==> config.mk <==
export PLATFORM = sky130hd
export DESIGN_NAME = data_unpacker
export DESIGN_NICKNAME = d
export VERILOG_FILES = /design/src/rtl/data_unpacker.sv
export SDC_FILE = /design/constraint.sdc
export NUM_CORES = 1
export LEC_CHECK = 0
export ABC_AREA = 1
export CAP_MARGIN = 15
export CORE_UTILIZATION = 45
export DETAILED_ROUTE_END_ITERATION = 7
export HOLD_SLACK_MARGIN = 0.03
export PLACE_DENSITY = 0.83
export SYNTH_ARGS = -nofsm -noshare
export SYNTH_HDL_FRONTEND = slang
export SYNTH_SLANG_ARGS = --single-unit
export TNS_END_PERCENT = 5
==> constraint.sdc <==
create_clock -name clk -period 5.8 [get_ports clk]
set_input_delay 1.16 -clock clk [delete_from_list [all_inputs] [get_ports clk]]
set_output_delay 1.16 -clock clk [all_outputs]
set_load 0.1 [all_outputs]
==> src/rtl/data_unpacker.sv <==
// Width down-converter: splits each wide beat into narrow lanes, lane 0 first,
// trimming trailing lanes with keep and flagging the packet's final narrow beat.
module data_unpacker #(
  parameter  int InWidth   = 32,
  parameter  int OutWidth  = 8,
  localparam int Ratio     = InWidth / OutWidth,
  localparam int LaneWidth = $clog2(Ratio)
) (
  input  logic                clk,
  input  logic                reset,
  input  logic                en,
  input  logic [InWidth-1:0]  writeData,
  input  logic [Ratio-1:0]    writeDataKeep,
  input  logic                writeDataValid,
  output logic                writeDataReady,
  input  logic                writeDataLast,
  output logic [OutWidth-1:0] readData,
  output logic                readDataValid,
  input  logic                readDataReady,
  output logic                readDataLast
);

  typedef enum logic {IDLE, SHIFT} state_t;

  state_t                          r_state;
  logic [InWidth-1:0]              r_holdData;
  logic                            r_holdLast;
  logic [LaneWidth-1:0]            r_lastLane;
  logic [LaneWidth-1:0]            r_laneIdx;

  logic [Ratio-1:0][OutWidth-1:0]  w_lanes;
  logic [LaneWidth-1:0]            w_hiLane;
  logic                            w_keepAny;
  logic                            w_finalLane;
  logic                            w_accept;
  logic                            w_xfer;

  // Highest set keep bit marks the last lane to emit; holes below it are ignored.
  always_comb begin
    w_hiLane = '0;
    for (int k = 0; k < Ratio; k++) begin
      if (writeDataKeep[k]) begin
        w_hiLane = LaneWidth'(k);
      end
    end
  end

  assign w_keepAny   = |writeDataKeep;
  assign w_lanes     = r_holdData;
  assign w_finalLane = (r_laneIdx == r_lastLane);

  // Reset gates ready so nothing looks acceptable while the block is held in reset.
  assign writeDataReady = ~reset & en &
                          ((r_state == IDLE) |
                           ((r_state == SHIFT) & w_finalLane & readDataReady));

  assign readData      = w_lanes[r_laneIdx];
  assign readDataValid = (r_state == SHIFT);
  assign readDataLast  = (r_state == SHIFT) & r_holdLast & w_finalLane;

  assign w_accept = writeDataValid & writeDataReady;
  assign w_xfer   = readDataValid & readDataReady;

  // Acceptance has priority: in SHIFT it only happens alongside the final-lane
  // transfer, so reloading here gives back-to-back beats with no bubble.
  always_ff @(posedge clk or posedge reset) begin
    if (reset) begin
      r_state    <= IDLE;
      r_holdData <= '0;
      r_holdLast <= 1'b0;
      r_lastLane <= '0;
      r_laneIdx  <= '0;
    end else if (w_accept) begin
      r_holdData <= writeData;
      r_holdLast <= writeDataLast;
      r_lastLane <= w_hiLane;
      r_laneIdx  <= '0;
      r_state    <= w_keepAny ? SHIFT : IDLE;
    end else if (w_xfer) begin
      if (w_finalLane) begin
        r_state <= IDLE;
      end else begin
        r_laneIdx <= r_laneIdx + 1'b1;
      end
    end
  end

endmodule

==> impl_metrics.yaml, run 1 <==
cells_and_area:
  final_cell_mix: "nand2_1, clkdlybuf4s50_1, dfrtp_1"
  n_antenna_cell: 0
  drive_gt1_share_pct: 6.45
  final_net_count: 320
  fin_area_um2: 2520
  final_common_cell: "nand2_1"
  fill_cells: 394
  area_growth_pct: 27.4
cts:
  clk_latency_ns: 0.30
  cts_buffers: 5
  clockBufferDepth: 2
  clk_pin_slew_ns: 0.07
  cts_hold_buf: 0
  htreeDepth: 2
  cts_root_buf: "clkbuf_8"
  clock_sinks: 38
  postCtsSetupRepairBufs: 0
  post_cts_resized: 0
  cts_tree: "done"
setup_path:
  r2r-start: "r_laneIdx[0]$_DFFE_PP0P_"
  worstPathRequired_ns: 4.64
  setup.worst_path.class: "input pin to output port"
  r2r-end: "r_holdData[6]$_DFFE_PP0P_"
  crit_end: "writeDataReady"
  reg2reg_depth: 6
  critPathSlowestCell: "inv_2"
  startpoint_type: "input pin"
  crit_arrival_ns: 3.18
  crit_chain: "clkdlybuf4s50_1 > inv_1 > buf_4 > nand2_1 > inv_2 > nand2_1 > inv_1 > buf_4"
  cp-startpoint: "reset"
  r2r_setup_slack_ns: 3.32
  worstSetupEndpointType: "output port"
  cpPeakStageDelay_ns: 0.50
  crit_path_max_fanout: 39
global_routing:
  grt_pass1_wl_um: 7250
  first_global_vias: 1593
  grt_start_max_net_pins: 40
  grt.overflow.total: 0
  antenna_found_initial: 0
  track_usage_pct: 21.4
die:
  ios: 53
  core_area_um2: 4120
  initial_core_util_pct: 48.0
  dieArea_um2: 4660
  dieWidth_um: 68.3
  core.rowCount: 23
  die_h_um: 68.3
timing:
  timing.fmax_mhz: 230
  setup_violations: 0
  fin_crit_sh_pct: 74.8
  finalHoldViolations: 0
  min_period_ns: 4.34
  tightest_slew_ns: 0.973
  slew_headroom_pct: 34.9
  setup_tns_ns: 0
  clock_skew_ns: 0.00379
  drv_slew: 0
  rsz0062_at_grt: "no"
worst_hold_path:
  min_path_type: "register to register"
  hold_depth: 2
synthesis:
  synth_nets: 278
  avgSynthCellArea_um2: 8.37
  synth_compound_area_share_pct: 7.35
  synthSimpleGateAreaFrac_pct: 33.1
  synth_top_family_by_area: "simple AND/OR/NAND/NOR gates"
  synth-warning-count: 0
  yosys.area_share.xor_xnor_pct: 1.39
  ys_seq_area_share_pct: 48.1
  ys_types: 21
  syn_inst: 236
  synthMuxAreaShare_pct: 0
  syn-cell-area_um2: 1980
  synth_fa_ha_area_share_pct: 0
  ys_ff_latch: 38
detailed_routing:
  vias: 1776
  drt-pass1-iter-count: 4
  drt_iter0_drc: 170
  via_per_inst: 5.40
  wirelength_um: 4530
  drc: 0
  ant_nets: 0
  wl_per_cell_um: 13.8
placement:
  gp_congestion: 0.793
  dp.final_hpwl_um: 3010
  portBuffers: 52
  place_area_um2: 2410
flow_run:
  cap_violations: 0
pwr:
  ir_worst_vdd_v: 0.000361
  powerDensity_nw_per_um2: 671
  power_leakage_nw: 1.21
outcome:
  status: "finished, final reports clean"
## logic make-up after synthesis
kind of cell	Yosys count
AOI/OAI and AO/OA	26
xor gates and xnor gates	1
buffers and inverters	28
DFF	38
and+or+nand+nor	143
## registers in the layout (all words and copies together), names as in the netlist
name and flops:
r_laneIdx 2, readDataValid 1, r_holdData 32, r_holdLast 1
r_lastLane 2
## Yosys cell counts, drive strengths merged
| master | n | share of area, % |
|---|---|---|
| o21ai | 16 | 4.1 |
| clkbuf | 2 | 0.38 |
| nor2 | 20 | 3.8 |
| o31ai | 1 | 0.38 |
| o22ai | 8 | 2.5 |
| or2 | 1 | 0.32 |
| xnor2 | 1 | 1.4 |
| buf | 17 | 7.9 |
| nand3 | 3 | 1.6 |
| o21bai | 1 | 0.38 |
| dfrtp | 38 | 48 |
| nand4 | 36 | 11 |
| inv | 9 | 1.7 |
| nand2 | 82 | 16 |
| nor3 | 1 | 0.25 |
## report_power, final
part / total (mW) / switching [mW] / internal [mW]
Sequential: 0.493 / 0.104 / 0.388
Clock: 0.221 / 0.0945 / 0.126
Combinational: 0.974 / 0.717 / 0.256
Total: 1.69 / 0.916 / 0.771
## stage by stage
| step | std cells | hold slack [ns] | setup slack [ns] | total power, mW | utilization (%) |
|---|---|---|---|---|---|
| after floorplan | 236 | 0.437 | 1.44 | 1.31 | - |
| after global placement | 321 | 0.450 | 1.50 | 1.45 | 58.5 |
| after detailed placement | 321 | 0.458 | 1.46 | 1.47 | 58.5 |
| after CTS | 329 | 0.478 | 1.43 | 1.69 | 61.1 |
| after global routing | 329 | 0.489 | 1.25 | 1.78 | 61.1 |
| final | 329 | 0.478 | 1.46 | 1.69 | 61.1 |
## critical path: cells and delay by family
kind | cells | cell delay, ns
buffers and inverters | 6 | 1.73
AND/OR/NAND/NOR | 2 | 0.27
## routing by layer
layer / up-vias / share of wire [%] / global-route usage, %
met4: 0 / 1.6 / 7.81
met5: - / 0 / 0
met1: 834 / 48 / 28.4
li1: 878 / - / -
met3: 6 / 6.6 / 5.33
met2: 58 / 44 / 33.5
## area by class of cell
cell class	instances	area (um^2)	share of cell area [%]
flip-flops and latches	38	951	37.8
multi-input cells	170	827	32.9
repair buffers	54	533	21.2
clock buffers	5	68.8	2.73
well taps	50	62.6	2.49
clock inverters	3	40.0	1.59
inverters	9	33.8	1.34
## how the worst min path moves through the flow
stage	end	start
4_1_cts	r_holdData[15]$_DFFE_PP0P_	r_holdData[15]$_DFFE_PP0P_
5_1_grt	r_holdData[15]$_DFFE_PP0P_	r_holdData[15]$_DFFE_PP0P_
6_report	r_holdData[14]$_DFFE_PP0P_	r_holdData[14]$_DFFE_PP0P_
3_3_place_gp	r_holdData[11]$_DFFE_PP0P_	r_holdData[11]$_DFFE_PP0P_
3_5_place_dp	r_holdData[17]$_DFFE_PP0P_	r_holdData[17]$_DFFE_PP0P_
2_1_floorplan	r_holdData[10]$_DFFE_PP0P_	r_holdData[10]$_DFFE_PP0P_
(Power assumes the default switching activity.)
==> run 2, diff against run 1 <==
- CORE_UTILIZATION: 45 -> 43
- clock period: 5.8 -> 3.95 ns (I/O delays scaled with it)
==> run 2 against run 1 <==
Worst setup slack worse by 0.38 ns. Combinational power is 45% higher. Clock skew increased by 0.0021 ns. Utilization is 3.6 points lower. Flip-flop and latch count unchanged. Global-route usage is 1.6 points lower. Die area up 4.5%. Non-clock buffer count up 2. Wire length up 0.22%.
==> impl_metrics.yaml, run 2 (synthesis gave the netlist of run 1 again) <==
timing:
  setup_violations: 0
  timing.fmax_mhz: 349
  slew_headroom_pct: 35.9
  clock_skew_ns: 0.00586
  drv_slew: 0
  rsz0062_at_grt: "no"
  min_period_ns: 2.87
  setup_tns_ns: 0
  fin_crit_sh_pct: 72.6
  hold_slack_ns: 0.473
  finalHoldViolations: 0
  tightest_slew_ns: 0.959
cells_and_area:
  finish.utilization_pct: 57.6
  n_antenna_cell: 0
  final_net_count: 322
  final_common_cell: "nand2_1"
  reg_top3: "r_holdData (32), r_laneIdx (2), r_lastLane (2)"
  drive_gt1_share_pct: 10.3
  final_cell_mix: "nand2_1, clkdlybuf4s50_1, dfrtp_1"
  largest_register_ffs: 32
  top_register: "r_holdData"
  area_growth_pct: 27.7
detailed_routing:
  drc: 0
  vias: 1754
  drt_iter0_drc: 135
  ant_nets: 0
  wl_per_cell_um: 13.6
  wirelength_um: 4540
  drt-pass1-iter-count: 4
  via_per_inst: 5.27
outcome:
  status: "finished, final reports clean"
pwr:
  powerDensity_nw_per_um2: 977
  power_mw: 2.46
  power_leakage_nw: 1.23
  ir_worst_vdd_v: 0.000473
cts:
  clk_latency_ns: 0.30
  cts_buffers: 5
  cts_tree: "done"
  clockBufferDepth: 2
  clock_sinks: 38
  htreeDepth: 2
  cts_root_buf: "clkbuf_8"
  clk_pin_slew_ns: 0.07
  postCtsSetupRepairBufs: 0
  cts_hold_buf: 0
  post_cts_resized: 0
setup_path:
  crit_path_max_fanout: 19
  worstSetupEndpointType: "output port"
  startpoint_type: "register"
  crit_arrival_ns: 2.08
  setup.worst_path.class: "register to output port"
  worstPathRequired_ns: 3.16
placement:
  portBuffers: 52
  dp.final_hpwl_um: 3180
  gp_congestion: 0.788
global_routing:
  first_global_vias: 1591
  track_usage_pct: 19.7
  grt.overflow.total: 0
  antenna_found_initial: 0
  grt_start_max_net_pins: 39
  grt_pass1_wl_um: 7580
flow_run:
  cap_violations: 0
worst_hold_path:
  min_path_type: "register to register"
die:
  initial_core_util_pct: 45.1
  ios: 53
  core_area_um2: 4380
  dieWidth_um: 69.8
  core.rowCount: 24
  dieArea_um2: 4870
  die_h_um: 69.8
run 2: where the power goes:
group / internal [mW] / switching (mW) / leakage (nW)
Combinational: 0.361 / 1.05 / 0.705
Sequential: 0.571 / 0.156 / 0.471
Clock: 0.186 / 0.138 / 0.0579
Total: 1.12 / 1.35 / 1.23
run 2: critical path, stage by stage, from the launching register on:
cell,delay [ns]
dfrtp_1,0.75
inv_1,0.40
o21ai_0,0.26
o22ai_1,0.12
buf_4,0.25
run 2: routing by layer:
layer,up-vias,routed length [um],track usage [%]
met5,-,0,0
met4,0,93,7.78
met3,10,287,4.51
met2,69,2010,29.0
met1,791,2140,28.2
li1,884,-,-
run 2: layout make-up:
| type | count | area [um^2] |
|---|---|---|
| Clock buffer | 5 | 68.8 |
| Clock inverter | 3 | 40.0 |
| Fill cell | 387 | 1860 |
| Inverter | 9 | 33.8 |
| Multi-Input combinational cell | 170 | 827 |
| Sequential cell | 38 | 951 |
| Tap cell | 52 | 65.1 |
| Timing Repair Buffer | 56 | 538 |
run 2: through the flow:
stage	setup slack, ns	area (um^2)	cells
after floorplan	0.327	1980	236
after global placement	1.35	2410	325
after detailed placement	1.30	2410	325
after CTS	1.08	2520	333
after global routing	0.930	2520	333
final	1.08	2520	333
run 2: final timing paths:
path / startpoint / endpoint / slack (ns) / cells after the start
worst max-delay path: r_laneIdx[0]$_DFFE_PP0P_ / readData[1] / 1.08 / 4
worst min register to register: r_holdData[9]$_DFFE_PP0P_ / r_holdData[9]$_DFFE_PP0P_ / 0.47 / 2
min in group asynchronous: reset / r_holdData[26]$_DFFE_PP0P_ / 1.02 / 3
worst max register to register: r_laneIdx[0]$_DFFE_PP0P_ / r_holdData[7]$_DFFE_PP0P_ / 1.68 / 7
max in group asynchronous: reset / readDataValid$_DFFE_PP0P_ / 2.61 / 3
worst min-delay path: r_holdData[9]$_DFFE_PP0P_ / r_holdData[9]$_DFFE_PP0P_ / 0.47 / 2
==> run 3, diff against run 2 <==
- CORE_UTILIZATION: 43 -> 45
- clock period: 3.95 -> 2.85 ns (I/O delays scaled with it)
==> run 3 against run 2 <==
Clock power increased by 39%. Clock skew about the same. Non-clock buffer count increased by 1. Sequential power increased by 34%. First-iteration DRC count increased by 31%. Combinational power increased by 67%. Cell count decreased by 0.30%. Final area increased by 4.2%. Largest cell class unchanged.
==> impl_metrics.yaml, run 3 (synthesis gave the netlist of run 1 again) <==
timing:
  finalHoldViolations: 0
  timing.fmax_mhz: 443
  drv_slew: 0
  slew_headroom_pct: 68.2
  fin_ws_ns: 0.591
  min_period_ns: 2.26
  setup_violations: 0
  tightest_slew_ns: 0.476
  clock_skew_ns: 0.00620
  rsz0062_at_grt: "no"
  fin_crit_sh_pct: 79.2
placement:
  pre_cts_ws_ns: 0.445
  place_area_um2: 2520
  dp.final_hpwl_um: 3170
  gp_congestion: 0.831
  portBuffers: 52
  dpl.cell_count: 324
worst_hold_path:
  min_path_type: "register to register"
  min_from: "r_holdData[11]$_DFFE_PP0P_"
global_routing:
  antenna_found_initial: 0
  grt_start_max_net_pins: 39
  first_global_vias: 1647
  grt_pass1_wl_um: 7500
  grt.overflow.total: 0
  track_usage_pct: 22.0
cts:
  clk_pin_slew_ns: 0.07
  cts_hold_buf: 0
  post_cts_resized: 0
  postCtsSetupRepairBufs: 0
  clock_sinks: 38
  cts_buffers: 5
  clk_latency_ns: 0.29
  cts_tree: "done"
  cts_root_buf: "clkbuf_8"
  htreeDepth: 2
  clockBufferDepth: 2
setup_path:
  r2r_setup_slack_ns: 0.71
  reg2reg_depth: 9
  worstSetupEndpointType: "output port"
  setup.worst_path.class: "register to output port"
  startpoint_type: "register"
  cp-startpoint: "r_laneIdx[0]$_DFFE_PP0P_"
  critPathSlowestCell: "dfrtp_1"
  crit_end: "readData[1]"
  crit_chain: "inv_1 > o21ai_0 > o22ai_1 > buf_12"
  r2r-start: "r_laneIdx[1]$_DFFE_PP0P_"
  crit_buf_inv: 2
  critical_path_depth: 4
  crit_path_max_fanout: 17
  worstPathRequired_ns: 2.28
  cp_top_family: "buffers and inverters"
  r2r-end: "r_holdData[19]$_DFFE_PP0P_"
  crit_arrival_ns: 1.69
  cpPeakStageDelay_ns: 0.38
pwr:
  p_int_mw: 1.83
  power_leakage_nw: 1.27
  seqPwrFrac_pct: 25.7
  power.share.clock_pct: 11.9
  powerDensity_nw_per_um2: 1430
  p_switching_mw: 1.94
  ir_worst_vdd_v: 0.000652
  swShare_pct: 51.5
  p_comb_share_pct: 62.4
die:
  core.rowCount: 23
  dieWidth_um: 68.3
  dieArea_um2: 4660
  ios: 53
  core_area_um2: 4120
  initial_core_util_pct: 48.0
  die_h_um: 68.3
detailed_routing:
  drc: 0
  drt-pass1-iter-count: 5
  drt_iter0_drc: 177
  wl_per_cell_um: 14.4
  vias: 1831
  ant_nets: 0
  via_per_inst: 5.52
  wirelength_um: 4790
outcome:
  status: "finished, final reports clean"
cells_and_area:
  finish.utilization_pct: 63.9
  n_antenna_cell: 0
  fin_area_um2: 2630
  final_net_count: 323
  area_growth_pct: 33.1
  drive_gt1_share_pct: 11.3
  largest_register_ffs: 32
  fill_cells: 334
  final_cell_mix: "nand2_1, clkdlybuf4s50_1, dfrtp_1"
  seq_area_um2: 951
  reg_top3: "r_holdData (32), r_laneIdx (2), r_lastLane (2)"
  top_register: "r_holdData"
  fin_cells: 332
  final_common_cell: "nand2_1"
  multi_input_area_um2: 827
flow_run:
  cap_violations: 0
[run 3: cell types whose count changed in the layout (fill, tap and decap cells not counted)]
cell and change:
clkdlybuf4s50_1 -1, inv_1 -1, buf_12 +8, buf_4 -6, clkinvlp_4 +1
[run 3: cell type report]
class / instances / area share, %
multi-input combinational: 170 / 31.4
sequential: 38 / 36.2
tap: 50 / 2.38
clock inverter: 3 / 1.52
timing repair buffer: 57 / 24.5
clock buffer: 5 / 2.62
inverter: 9 / 1.43
[run 3: worst reg2reg max path: stages (launching register included)]
cell and delay, ns:
dfrtp_1 0.49, inv_2 0.19, nand2_1 0.07, nand2_1 0.09, nand3_2 0.08, nand2_2 0.08, buf_4 0.35, nand3_4 0.41
nand2_1 0.20, nand2_1 0.06
[run 3: metal layers]
| layer | global-route usage [%] | wire length [um] | up-vias |
|---|---|---|---|
| met4 | 7.03 | 70 | 0 |
| met2 | 35.0 | 2210 | 72 |
| met5 | 0 | 0 | - |
| met1 | 29.8 | 2210 | 866 |
| met3 | 4.50 | 294 | 7 |
| li1 | - | - | 886 |
[run 3: worst min path at each step]
stage	to	cells after the start
finish	r_holdData[11]$_DFFE_PP0P_	2
global placement	r_holdData[11]$_DFFE_PP0P_	2
global route	r_holdData[11]$_DFFE_PP0P_	2
floorplan	r_holdData[10]$_DFFE_PP0P_	2
CTS	r_holdData[11]$_DFFE_PP0P_	2
detailed placement	r_holdData[15]$_DFFE_PP0P_	2
[run 3: power groups by stage]
| stage | combinational [mW] | clock [mW] | sequential (mW) |
|---|---|---|---|
| after global routing | 2.49 | 0.477 | 0.994 |
| after global placement | 2.31 | 0 | 0.965 |
| after floorplan | 1.70 | 0 | 0.961 |
| after CTS | 2.35 | 0.456 | 0.964 |
| after detailed placement | 2.35 | 0 | 0.965 |
| final | 2.35 | 0.449 | 0.970 |
[run 3: metrics by stage]
step	TNS [ns]	total power, mW	hold slack (ns)
after floorplan	-0.514	2.66	0.437
after global placement	0	3.28	0.448
after detailed placement	0	3.32	0.454
after CTS	0	3.77	0.471
after global routing	0	3.96	0.484
final	0	3.77	0.469
